### config.mk
export PLATFORM = sky130hd
export DESIGN_NAME = sum_accum
export DESIGN_NICKNAME = d
export VERILOG_FILES = /design/src/rtl/sum_accum.sv
export SDC_FILE = /design/constraint.sdc
export NUM_CORES = 1
export LEC_CHECK = 0
export BUFFER_PORTS_ARGS = -buffer_cell sky130_fd_sc_hd__buf_2
export CAP_MARGIN = 30
export CORE_MARGIN = 5
export CORE_UTILIZATION = 35
export CTS_CLUSTER_DIAMETER = 50
export DETAILED_ROUTE_END_ITERATION = 8
export GPL_TIMING_DRIVEN = 0
export PLACE_DENSITY_LB_ADDON = 0.2
export RECOVER_POWER = 100
export SETUP_SLACK_MARGIN = 0.15
export SLEW_MARGIN = 20
export SYNTH_ARGS = -nofsm -noshare
export SYNTH_HDL_FRONTEND = slang
export SYNTH_SLANG_ARGS = --single-unit
### constraint.sdc
create_clock -name clk -period 5.71 [get_ports clk]
set_input_delay 0.8565 -clock clk [delete_from_list [all_inputs] [get_ports clk]]
set_output_delay 0.8565 -clock clk [all_outputs]
set_load 0.01 [all_outputs]
### src/rtl/sum_accum.sv
// Frame accumulator: sums CNT unsigned adder results into an ACC_W-bit total, one output beat per frame.
// Define SUM_ACCUM_SAT_EN to saturate the frame total instead of wrapping.
module sum_accum #(
    parameter int N     = 32,
    parameter int CNT   = 4,
    parameter int ACC_W = 36
) (
    input  logic             clk,
    input  logic             rst_n,
    input  logic             in_valid,
    output logic             in_ready,
    input  logic [N:0]       in_data,
    input  logic             clear,
    output logic             out_valid,
    input  logic             out_ready,
    output logic [ACC_W-1:0] out_data,
    output logic             out_ovf,
    output logic             busy
);

    localparam int CW = $clog2(CNT) + 1;

    typedef enum logic {ACCUM, HOLD} state_t;

    state_t           state, state_nxt;
    logic [ACC_W-1:0] acc, acc_nxt, acc_step;
    logic [CW-1:0]    cnt, cnt_nxt;
    logic             ovf, ovf_nxt, ovf_step;
    logic [ACC_W:0]   sum;
    logic             accept, last, load;

    // One extra bit on the sum catches the carry out of the accumulator.
    always_comb begin
        sum      = {1'b0, acc} + {{(ACC_W-N){1'b0}}, in_data};
        ovf_step = ovf | sum[ACC_W];
`ifdef SUM_ACCUM_SAT_EN
        acc_step = (sum[ACC_W] || (ovf && (&acc))) ? {ACC_W{1'b1}} : sum[ACC_W-1:0];
`else
        acc_step = sum[ACC_W-1:0];
`endif
    end

    // clear blocks acceptance so its in_data can never leak into a fresh frame.
    assign in_ready  = (state == ACCUM) && !clear;
    assign out_valid = (state == HOLD);
    assign busy      = (cnt != '0) || (state == HOLD);
    assign accept    = in_valid && in_ready;
    assign last      = (cnt == CW'(CNT-1));

    always_comb begin
        state_nxt = state;
        acc_nxt   = acc;
        cnt_nxt   = cnt;
        ovf_nxt   = ovf;
        load      = 1'b0;
        if (clear) begin
            state_nxt = ACCUM;
            acc_nxt   = '0;
            cnt_nxt   = '0;
            ovf_nxt   = 1'b0;
        end else begin
            case (state)
                ACCUM: begin
                    if (accept) begin
                        if (last) begin
                            load      = 1'b1;
                            state_nxt = HOLD;
                            acc_nxt   = '0;
                            cnt_nxt   = '0;
                            ovf_nxt   = 1'b0;
                        end else begin
                            acc_nxt = acc_step;
                            cnt_nxt = cnt + CW'(1);
                            ovf_nxt = ovf_step;
                        end
                    end
                end
                HOLD: begin
                    if (out_ready) state_nxt = ACCUM;
                end
                default: state_nxt = ACCUM;
            endcase
        end
    end

    always_ff @(posedge clk or negedge rst_n) begin
        if (!rst_n) begin
            state    <= ACCUM;
            acc      <= '0;
            cnt      <= '0;
            ovf      <= 1'b0;
            out_data <= '0;
            out_ovf  <= 1'b0;
        end else begin
            state <= state_nxt;
            acc   <= acc_nxt;
            cnt   <= cnt_nxt;
            ovf   <= ovf_nxt;
            if (load) begin
                out_data <= acc_step;
                out_ovf  <= ovf_step;
            end
        end
    end

endmodule

# ---- Word level (Yosys, flattened, before mapping)
# Cells that the tools add are included.
dict set report op_classes {
  reduce_logical 7
  add_sub_neg 2
  n_bitwise 2
  n_eq_ne 2
  mux 19
}
# op count
set ops {}
lappend ops {{$mux W36} 4}
lappend ops {{$add A36 B33 Y37} 1}
lappend ops {{$mux W3} 4}
lappend ops {{$mux W1} 10}
lappend ops {{$add A3 B1 Y3 const B} 1}
lappend ops {{$eq A3 B2 Y1 const B} 1}
lappend ops {{$reduce_bool A3 Y1} 1}
lappend ops {{$logic_and A1 B1 Y1} 2}
lappend ops {{$ne A2 B2 Y1 const B} 1}
lappend ops {{$pmux W1 S2} 1}
lappend ops {{$reduce_and A2 Y1} 1}
lappend ops {{$reduce_bool A2 Y1} 1}
lappend ops {{$logic_not A1 Y1} 1}
lappend ops {{$logic_or A1 B1 Y1} 1}
lappend ops {{$not A1 Y1} 1}
lappend ops {{$or A1 B1 Y1} 1}
dict set report totals {
  word_cells 38
  reg_bits 78
}

# ---- Logic depth before layout (Yosys ltp)
# Gate-level depths: netlist of the first run.
dict set report depth {
  depth_word 6
  depth_mapped 12
  mapped_depth_nobuf 12
}

# ---- Least setup slack after synthesis of the first run
# No wires, ideal clock.
dict set report synth_timing {
  kind {input to register}
  startpoint {in in_data[0]}
  endpoint {reg out_data[30]}
  cell_stages 12
  arrival_time_ps 3026
  slack_ps 2556
  cell_sequence {ha_1 > inv_1 > fa_1 > nor2b_1 > o21ai_2 > a31oi_1 > o22ai_2 > o211a_4 > o21ai_2 > a31oi_1 > xnor2_1 > mux2_1}
}
dict set report synth_via {
  elab_chain_len 1
}
# item line
set synth_lines {}
lappend synth_lines {{start: declaration} 12} ;# input logic [N:0] in_data,
lappend synth_lines {{$add A36 B33 Y37} 34} ;# sum = {1'b0, acc} + {{(ACC_W-N){1'b0}}, in_data};
lappend synth_lines {{end signal: assignment} 100} ;# out_data <= acc_step;
lappend synth_lines {{end: declaration} 16} ;# output logic [ACC_W-1:0] out_data,
# No other way between the ends.
# A chain may end at the register's enable or synchronous reset.

# ---- Worst setup path after layout of the first run
dict set report layout_timing {
  startpoint {in in_data[0]}
  endpoint {reg out_data[24]}
}
# Same word-level chain as after synthesis.

==> results of run 1 <==
==> per-stage QoR <==
step,power [mW],setup slack [ns],std cells
5_1_grt,2.07,1.81,733
3_3_place_gp,1.40,2.14,716
6_report,1.93,1.97,733
3_5_place_dp,1.42,2.15,717
2_1_floorplan,1.21,2.56,464
4_1_cts,1.99,2.52,733
==> cell usage in the layout, fill, tap and decap left out, types with 3 or more instances in the layout <==
master	Yosys	routed
sky130_fd_sc_hd__buf_2	3	37
sky130_fd_sc_hd__a31oi_1	5	5
sky130_fd_sc_hd__o31ai_1	3	3
sky130_fd_sc_hd__o211ai_1	4	6
sky130_fd_sc_hd__a21oi_1	41	42
sky130_fd_sc_hd__ha_1	35	35
sky130_fd_sc_hd__nand2b_1	5	5
sky130_fd_sc_hd__mux2i_1	3	3
sky130_fd_sc_hd__o21a_1	4	4
sky130_fd_sc_hd__nor3_1	3	4
sky130_fd_sc_hd__xor2_1	16	16
sky130_fd_sc_hd__nor2b_1	8	8
sky130_fd_sc_hd__inv_1	12	12
sky130_fd_sc_hd__mux2_2	28	28
sky130_fd_sc_hd__a21o_1	12	12
sky130_fd_sc_hd__clkbuf_16	0	9
sky130_fd_sc_hd__a22o_1	29	29
sky130_fd_sc_hd__dfrtp_1	78	78
sky130_fd_sc_hd__clkbuf_8	0	3
sky130_fd_sc_hd__nor2_1	19	19
sky130_fd_sc_hd__nand2_1	42	42
sky130_fd_sc_hd__a211oi_1	2	4
sky130_fd_sc_hd__clkbuf_1	15	58
sky130_fd_sc_hd__nand4_1	6	6
sky130_fd_sc_hd__nand3_1	7	7
sky130_fd_sc_hd__o21ai_0	22	30
sky130_fd_sc_hd__xnor2_1	17	17
==> report_power, final <==
| part | switching (mW) | internal, mW |
|---|---|---|
| Sequential | 0.0599 | 0.654 |
| Clock | 0.227 | 0.329 |
| Combinational | 0.381 | 0.278 |
| Total | 0.668 | 1.26 |
==> logic make-up (layout without fill, tap and decap cells) <==
logic type,after synthesis,in the layout
and+or+nand+nor,99,99
muxes,32,32
buffers and inverters,31,124
xor gates and xnor gates,33,33
DFF,78,78
adders and majority gates,36,36
AOI/OAI and AO/OA,155,155
==> final timing paths <==
kind,startpoint,to,cells past startpoint
setup / recovery,in_data[0],out_data[24],12
hold / removal,out_data[34],out_data[34],2
setup reg to reg,acc[0],out_data[24],11
hold reg to reg,out_data[34],out_data[34],2
max in group asynchronous,rst_n,acc[23],1
min in group asynchronous,rst_n,out_data[18],1
==> worst max-delay path: stages <==
cell and delay, ns:
sky130_fd_sc_hd__buf_2 0.10, sky130_fd_sc_hd__ha_1 0.23, sky130_fd_sc_hd__inv_1 0.08, sky130_fd_sc_hd__fa_1 0.20, sky130_fd_sc_hd__nor2b_1 0.05, sky130_fd_sc_hd__o21ai_0 0.32, sky130_fd_sc_hd__a31oi_1 0.23, sky130_fd_sc_hd__a221o_1 0.41
sky130_fd_sc_hd__a311oi_1 0.82, sky130_fd_sc_hd__o41ai_1 0.19, sky130_fd_sc_hd__xor2_1 0.20, sky130_fd_sc_hd__mux2_2 0.29
==> flip-flops by register name (all words and copies together), names as in the netlist <==
register   count
acc           36
out_data      36
cnt            3
out_valid      1
out_ovf        1
ovf            1
==> layer usage <==
| layer | GRT usage | wire length (um) |
|---|---|---|
| met2 | 0.236 | 5230 |
| met3 | 0.0399 | 639 |
| met1 | 0.206 | 5590 |
| met5 | 0 | 0 |
| met4 | 0.0599 | 220 |
==> final cells by class <==
cell class,count,area [um2],area share
tap,176,220,0.0396
sequential,78,1950,0.351
inverter,12,45.0,0.00811
multi-input combinational,355,2620,0.472
clock buffer,13,270,0.0487
timing repair buffer,77,355,0.0640
clock inverter,3,17.5,0.00315
buffer,19,75.1,0.0135
==> results.ini, run 1 <==
[synthesis]
synth_top_cells_by_area=sky130_fd_sc_hd__dfrtp_1 (41%), sky130_fd_sc_hd__ha_1 (9.2%), sky130_fd_sc_hd__mux2_2 (6.6%)
synth_common_cells=sky130_fd_sc_hd__dfrtp_1 (78), sky130_fd_sc_hd__nand2_1 (42), sky130_fd_sc_hd__a21oi_1 (41)
yosys.area_share.adder=0.0962
synthesized_area_fraction_occupied_by_ao_oa_aoi_and_oai_cells=0.235
syn_area_um2=4760
syn-mean-instance-area_um2=10.3
syn_inst=464
synth_top_flop_cell=sky130_fd_sc_hd__dfrtp_1
mux_cell_area_share_after_synthesis=0.0749
synth.yosys.warnings=0
synthDominantCellAreaShare=0.410
synth_edf_count=0
yosysMostFrequentCell=sky130_fd_sc_hd__dfrtp_1
cell_variety_after_synth=54
async_reset_ff_frac=1.00
synthXorXnorAreaFrac=0.0607
synth.net_count=538
seq_area_frac_synth=0.410
postSynthRegisterBits=78
synth_simple_gate_area_share=0.0983
synthDominantAreaCellType=sky130_fd_sc_hd__dfrtp_1
synth_top_family_by_area=compound AO/OA/AOI/OAI gates

[sta]
final_min_period_ns=3.74
maxClockFrequency_mhz=267
worst_slew_pin_slew_ns=1.91
fin_crit_sh=0.656
hold_violations=0
hold_slack_ns=0.490
setup_viol_count_final=0
rsz_0062_raised_after_global_routing=false
tns_ns=0
maxSlewHeadroom=-0.270
clock-skew-final_ns=0.0128
final_slew_violations=33

[detailed_routing]
vias_per_cell=5.23
via_count=3837
drt_pass1_iterations=4
drt-initial-drc-count=196
post-route-drc-count=0
routed_wl_um=11700
wl_per_cell_um=15.9
drtAntennaViolNets=0

[run_status]
violations=capacitance limit, slew limit
run_status=finished, violations left

[clocking]
cts_repair_resize_count=0
clkLatencyLatePin_ns=0.35
h_tree_depth=3
cts.repair_timing.setup_buffer_count=0
worst_setup_hold_path_clk_slew_ns=0.06
cts_inserted_buffers=9
cts_hold_repair.buffers=0
max-clock-path-buffers=2
clock_tree.root_cell=sky130_fd_sc_hd__clkbuf_16
clock_sink_count=78
tritoncts=done

[floorplan]
die_width_um=127
ios=78
die_area_um2=16000
rows=42
floorplan.initialDensity=0.358
die_height_um=127
core_area_um2=13300

[setup_path]
worst-setup-path-type=primary input to register
worstPathArrival_ns=3.98
cp-end-kind=register
worst_ep_required_time_ns=5.94
setup.worst_path.start_class=primary input
critPathMaxFanout=4
worst_case_register_to_register_setup_slack_ns=2.19

[final_layout]
final.fill_count=1331
final_layout_size_suffix_gt1_frac=0.163
area_delta_synth_final_pct=16.6
postLayoutCoreUtil=0.418
final_cell_area_um2=5550
antenna_cells=0
finalNetCount=626

[placed_design]
finalWeightedCongestion=0.839
placedInstanceArea_um2=5390
port_buffers=76
dp_hpwl_um=8830

[global_routing]
largest_net_degree_at_the_start_of_global_routing=47
antenna_violations_before_repair=0
grt_first_pass_wirelength_um=19700
grt_usage=0.153
global_route.overflow_total=0
via_count_of_the_first_global_routing_pass=3932

[hold_path]
hold_class=register to register

[power]
pwr_density_cell_nw_per_um2=347
vdd_drop_max_mv=0.203
power_leakage_nw=2.63

[flow_run]
max_cap_violations=1

(Power assumes the default switching activity.)
==> run 2: changes to the inputs <==
Clock period 5.71 ns to 3.04 ns, I/O delays scaled along.
==> run 2 against run 1 <==
Compared with the run above: largest power group unchanged; first-iteration DRC count fell by 19%; cell area rose by 2.5%; critical path type is now register to register; sequential share of layout area fell by 0.86 points; clock power rose by 87%; highest routed layer unchanged; the run still ends with capacitance limit, slew limit left; largest cell class unchanged; non-clock buffer count rose by 4; power rose by 91%; register-to-register slack got worse by 2.0 ns; hold slack got worse by 0.20 ns; sequential power rose by 88%; count of clock-buffer cells in the layout did not move; wire length rose by 0.56%; final cell count rose by 0.55%.
==> results.ini, run 2 (same netlist as run 1, synthesis figures left out) <==
[clocking]
max-clock-path-buffers=2  ; unchanged
worst_setup_hold_path_clk_slew_ns=0.06  ; about the same
clkLatencyLatePin_ns=0.35  ; about the same
clock_tree.root_cell=sky130_fd_sc_hd__clkbuf_16
tritoncts=done
h_tree_depth=3  ; unchanged
clock_sink_count=78  ; unchanged
cts_inserted_buffers=9  ; unchanged
cts_hold_repair.buffers=0  ; unchanged

[final_layout]
biggest_registers_after_layout=acc: 36 flops, out_data: 36 flops, cnt: 3 flops
final_cell_area_um2=5690  ; +2.5%
antenna_cells=0  ; unchanged
area_delta_synth_final_pct=19.5
final_layout_size_suffix_gt1_frac=0.193  ; +0.0291
final.fill_count=1314  ; -1.3%
post_route_non_filler_standard_cell_count=737  ; +0.55%
final_common_cell=sky130_fd_sc_hd__dfrtp_1
final_cell_mix=sky130_fd_sc_hd__dfrtp_1 (78), sky130_fd_sc_hd__clkbuf_1 (57), sky130_fd_sc_hd__nand2_1 (42)
finalNetCount=630  ; +0.64%
postLayoutCoreUtil=0.428  ; +0.0104

[run_status]
violations=capacitance limit, slew limit
run_status=finished, violations left

[hold_path]
hold_class=primary input to register
worst_hold_path.endpoint=out_valid
hold_path_start=out_ready
worst_hold_path.num_cells=2  ; unchanged

[power]
pwr_density_cell_nw_per_um2=646  ; +86%
vdd_drop_max_mv=0.391  ; +93%
power_leakage_nw=2.67  ; +1.7%
finalPower_mw=3.68  ; +91%

[setup_path]
worst_case_register_to_register_setup_slack_ns=0.22  ; -1.97 ns
kind_of_cell_with_the_highest_combined_delay_on_the_critical_path=compound AO/OA/AOI/OAI gates
cp_slowest_stage_delay_ns=0.40  ; -0.42 ns
crit_path_top_delay_cell=sky130_fd_sc_hd__dfrtp_1
crit-reg2reg-launch=acc[1]
worst-setup-path-type=register to register
path_cells=ha_1 > a211oi_2 > o211ai_1 > a211oi_4 > o21bai_1 > a21o_1 > a21oi_2 > o31ai_2 > xor2_1 > mux2_2
setup.worst_path.start_class=register
worst-r2r-cell-count=10  ; -1
r2r-end=out_data[23]
critical_path.n_buffers_inverters=0  ; -2
worst_ep_required_time_ns=3.27  ; -2.67 ns
worstPathArrival_ns=3.04  ; -0.94 ns
cp-end-kind=register
critPathMaxFanout=4  ; unchanged

[detailed_routing]
maxUsedRoutingLayer=met4
wirelength_met1_um=5640  ; +0.88%
vias_per_cell=5.18  ; -1.1%
drt-initial-drc-count=158  ; -19%
wl_met2_um=5380  ; +2.8%
via_count=3816  ; -0.55%
wl_per_cell_um=15.9  ; about the same
routed_wl_um=11700  ; +0.56%
met3WireLength_um=517  ; -19%
drtAntennaViolNets=0  ; unchanged
drt_pass1_iterations=4  ; unchanged
post-route-drc-count=0  ; unchanged

[placed_design]
place_inst=717  ; unchanged
finalWeightedCongestion=0.839  ; unchanged
placedInstanceArea_um2=5390  ; unchanged
port_buffers=76  ; unchanged
dp_hpwl_um=8830  ; unchanged

[global_routing]
grt_usage=0.153  ; about the same
largest_net_degree_at_the_start_of_global_routing=47  ; unchanged
grt_first_pass_wirelength_um=19800  ; about the same
global_route.overflow_total=0  ; unchanged
via_count_of_the_first_global_routing_pass=3930  ; -0.051%
antenna_violations_before_repair=0  ; unchanged

[floorplan]
floorplan.initialDensity=0.358  ; unchanged
rows=42  ; unchanged
die_height_um=127  ; unchanged
core_area_um2=13300  ; unchanged
die_area_um2=16000  ; unchanged
die_width_um=127  ; unchanged
ios=78  ; unchanged

[sta]
maxSlewHeadroom=-0.269  ; +0.00141
setup_viol_count_final=0  ; unchanged
rsz_0062_raised_after_global_routing=true
fin_crit_sh=0.926
hold_violations=0  ; unchanged
maxClockFrequency_mhz=355
final_min_period_ns=2.82
clock-skew-final_ns=0.0128  ; -0.000000800 ns
worst_slew_pin_slew_ns=1.90  ; -0.00211 ns
final_slew_violations=33  ; unchanged

[flow_run]
max_cap_violations=1  ; unchanged

==> run 2: changes by cell type in the layout (fill, tap and decap cells not counted), moves of 2 or more <==
| cell | delta |
|---|---|
| sky130_fd_sc_hd__o21ai_0 | -3 |
| sky130_fd_sc_hd__a211oi_1 | -2 |
| sky130_fd_sc_hd__a31oi_1 | -2 |
| sky130_fd_sc_hd__a21oi_2 | +2 |
| sky130_fd_sc_hd__a31oi_4 | +2 |
| sky130_fd_sc_hd__buf_4 | +3 |
| sky130_fd_sc_hd__o21ai_1 | +2 |
| sky130_fd_sc_hd__a21oi_1 | -2 |
==> run 2: worst max path at each step <==
stage / slack [ns] / from / cells past startpoint / endpoint
floorplan: 0.29 / in_data[0] / 12 / out_data[30]
global placement: -0.13 / in_data[0] / 13 / out_data[30]
detailed placement: -0.12 / in_data[0] / 13 / out_data[30]
CTS: 0.14 / acc[0] / 12 / out_data[30]
global route: 0.07 / acc[1] / 10 / out_data[31]
finish: 0.22 / acc[1] / 10 / out_data[23]
==> run 2: layout make-up <==
type                       instances  area [um2]  share of cell area
tap                              176         220              0.0387
multi-input combinational        355        2730               0.479
buffer                            19        75.1              0.0132
sequential                        78        1950               0.343
clock buffer                      13         270              0.0475
timing repair buffer              81         387              0.0679
clock inverter                     3        17.5             0.00308
inverter                          12        45.0             0.00791
==> run 2: what timing repair did <==
item                                   4_1_cts  5_1_grt
endpoints found under the hold margin        0        0
pin swaps                                    0        9
buffers inserted                             0        4
setup endpoints to repair                    4       16
resized for setup                            2       11
==> run 2: per-layer routing <==
metal | GRT usage | vias up
li1 | - | 1893
met1 | 0.206 | 1822
met2 | 0.236 | 88
met3 | 0.0399 | 13
met4 | 0.0599 | 0
met5 | 0 | -
==> run 2: power breakdown <==
| part | internal, mW | switching [mW] | total [mW] |
|---|---|---|---|
| Clock | 0.617 | 0.426 | 1.04 |
| Sequential | 1.23 | 0.113 | 1.34 |
| Combinational | 0.549 | 0.743 | 1.29 |
| Total | 2.39 | 1.28 | 3.68 |
==> run 2: per-stage QoR <==
stage / hold WS, ns / TNS [ns] / worst slack, ns
final: 0.290 / 0 / 0.224
after global routing: 0.278 / 0 / 0.0671
after CTS: 0.0613 / 0 / 0.145
after detailed placement: 0.441 / -0.216 / -0.118
after global placement: 0.474 / -0.228 / -0.126
after floorplan: 0.160 / 0 / 0.287
==> run 3: changes to the inputs <==
Settings changed: CELL_PAD_IN_SITES_DETAIL_PLACEMENT from default to 2, CELL_PAD_IN_SITES_GLOBAL_PLACEMENT from default to 2, CORE_UTILIZATION 35 to 33.
==> run 3 against run 2 <==
Compared with the run above: the run still ends with capacitance limit, slew limit left; register-to-register slack worse by 0.05 ns; via count grew 4.5%; hold slack better by 0.020 ns; combinational power rose by 10%; sequential power hardly changed; clock power barely moved; wire length rose by 24%; die area grew 5.6%; critical path type unchanged; largest power group is now combinational logic.
==> results.ini, run 3 (same netlist as run 1, synthesis figures left out) <==
[placed_design]
port_buffers=76  ; unchanged
finalWeightedCongestion=0.815  ; -2.8%
place_inst=725  ; +1.1%
dp_hpwl_um=10900  ; +23%

[setup_path]
critical_path.n_buffers_inverters=1  ; +1
crit_path_top_delay_cell=sky130_fd_sc_hd__dfrtp_1
setup.worst_path.start_class=register
kind_of_cell_with_the_highest_combined_delay_on_the_critical_path=compound AO/OA/AOI/OAI gates
worst-r2r-cell-count=11  ; +1
cp-end-kind=register
worstPathArrival_ns=3.09  ; +0.05 ns
cp_slowest_stage_delay_ns=0.40  ; about the same
path_cells=ha_1 > a211oi_2 > o211ai_1 > buf_4 > a211oi_4 > o21bai_1 > a21o_1 > a21oi_2 > o31ai_2 > xor2_1 > mux2_2
worst-setup-path-type=register to register
worst_ep_required_time_ns=3.26  ; about the same
critPathMaxFanout=4  ; unchanged
logic_depth_of_the_worst_path_buffers_included=11  ; +1

[hold_path]
hold_class=primary input to register
worst_hold_path.num_cells=2  ; unchanged

[detailed_routing]
drt_pass1_iterations=4  ; unchanged
vias_per_cell=5.32  ; +2.7%
via_count=3989  ; +4.5%
post-route-drc-count=0  ; unchanged
drtAntennaViolNets=0  ; unchanged
routed_wl_um=14600  ; +24%
drt-initial-drc-count=159  ; +0.63%
wl_per_cell_um=19.4  ; +22%

[global_routing]
grt_usage=0.179  ; +0.0259
antenna_violations_before_repair=0  ; unchanged
global_route.overflow_total=0  ; unchanged
via_count_of_the_first_global_routing_pass=4530  ; +15%
largest_net_degree_at_the_start_of_global_routing=48  ; +2.1%
grt_first_pass_wirelength_um=23700  ; +20%

[sta]
maxClockFrequency_mhz=348  ; -1.9%
clock-skew-final_ns=0.00792  ; -0.00488 ns
rsz_0062_raised_after_global_routing=true
hold_slack_ns=0.310  ; +0.0197 ns
worst_slew_pin_slew_ns=1.89  ; -0.0150 ns
fin_crit_sh=0.944  ; +0.0178
setup_viol_count_final=0  ; unchanged
final_min_period_ns=2.87  ; +0.0540 ns
final_slew_violations=32  ; -3.0%
hold_violations=0  ; unchanged
maxSlewHeadroom=-0.259  ; +0.0100

[clocking]
clock_sink_count=78  ; unchanged
clkLatencyLatePin_ns=0.34  ; about the same
clock_tree.root_cell=sky130_fd_sc_hd__clkbuf_16
worst_setup_hold_path_clk_slew_ns=0.06  ; about the same
cts_inserted_buffers=9  ; unchanged
h_tree_depth=3  ; unchanged
tritoncts=done
max-clock-path-buffers=2  ; unchanged
cts_hold_repair.buffers=0  ; unchanged

[floorplan]
rows=44  ; +4.8%
ios=78  ; unchanged
die_height_um=130  ; +2.7%
floorplan.initialDensity=0.331  ; -0.0268
core_area_um2=14400  ; +8.1%
die_area_um2=16900  ; +5.6%
die_width_um=130  ; +2.7%

[final_layout]
final_common_cell=sky130_fd_sc_hd__dfrtp_1
ff_latch_area_um2=1950  ; unchanged
final_cell_mix=sky130_fd_sc_hd__dfrtp_1 (78), sky130_fd_sc_hd__clkbuf_1 (59), sky130_fd_sc_hd__nand2_1 (41)
antenna_cells=0  ; unchanged
final.fill_count=1560  ; +19%
finalNetCount=637  ; +1.1%
post_route_non_filler_standard_cell_count=750  ; +1.8%
biggest_registers_after_layout=acc: 36 flops, out_data: 36 flops, cnt: 3 flops
final_layout_size_suffix_gt1_frac=0.216  ; +0.0230
multi_input_comb_area_um2=2810  ; +3.1%
area_delta_synth_final_pct=22.4

[flow_run]
max_cap_violations=1  ; unchanged

[power]
pwr_density_cell_nw_per_um2=657  ; +1.8%
vdd_drop_max_mv=0.261  ; -33%
power_leakage_nw=2.73  ; +2.3%

[run_status]
violations=capacitance limit, slew limit
run_status=finished, violations left

run 3: where the power goes:
part	leakage (nW)	switching, mW	internal, mW
registers	1.05	0.119	1.23
clock network	0.132	0.434	0.627
logic	1.55	0.832	0.589
run 3: through the flow:
stage                     TNS, ns  area (um2)   util  power (mW)  worst slack, ns
after floorplan                 0        4760      -        2.28            0.287
after global placement     -0.654        5370  0.374        2.66           -0.161
after detailed placement    -1.29        5400  0.376        2.74           -0.221
after CTS                       0        5740  0.399        3.86            0.104
after global routing            0        5830  0.406        4.10           0.0307
final                           0        5830  0.406        3.83            0.170
run 3: final timing paths:
kind | startpoint | end | slack [ns]
worst max-delay path | acc[1] | out_data[23] | 0.17
worst min-delay path | out_ready | out_valid | 0.31
worst max register to register | acc[1] | out_data[23] | 0.17
worst min register to register | out_data[31] | out_data[31] | 0.49
max in group asynchronous | rst_n | out_data[31] | 1.32
min in group asynchronous | rst_n | out_data[16] | 0.63
run 3: what timing repair did:
action,in CTS,in global routing
setup endpoints to repair,14,15
endpoints found under the hold margin,0,0
resized for setup,6,17
pin swaps,2,11
buffers inserted,3,8
run 3: final cells by class:
type	instances	area share
Buffer	19	0.0129
Inverter	12	0.00773
Tap cell	184	0.0395
Multi-Input combinational cell	355	0.482
Clock inverter	2	0.00601
Timing Repair Buffer	88	0.0760
Clock buffer	12	0.0406
Sequential cell	78	0.335
run 3: routing by layer:
| layer | global-route usage | wire, um | vias up | share of wire |
|---|---|---|---|---|
| met3 | 0.0389 | 456 | 14 | 0.031 |
| met4 | 0.0501 | 202 | 0 | 0.014 |
| met5 | 0 | 0 | - | 0 |
| met2 | 0.314 | 7460 | 58 | 0.51 |
| li1 | - | - | 1899 | - |
| met1 | 0.221 | 6450 | 2018 | 0.44 |
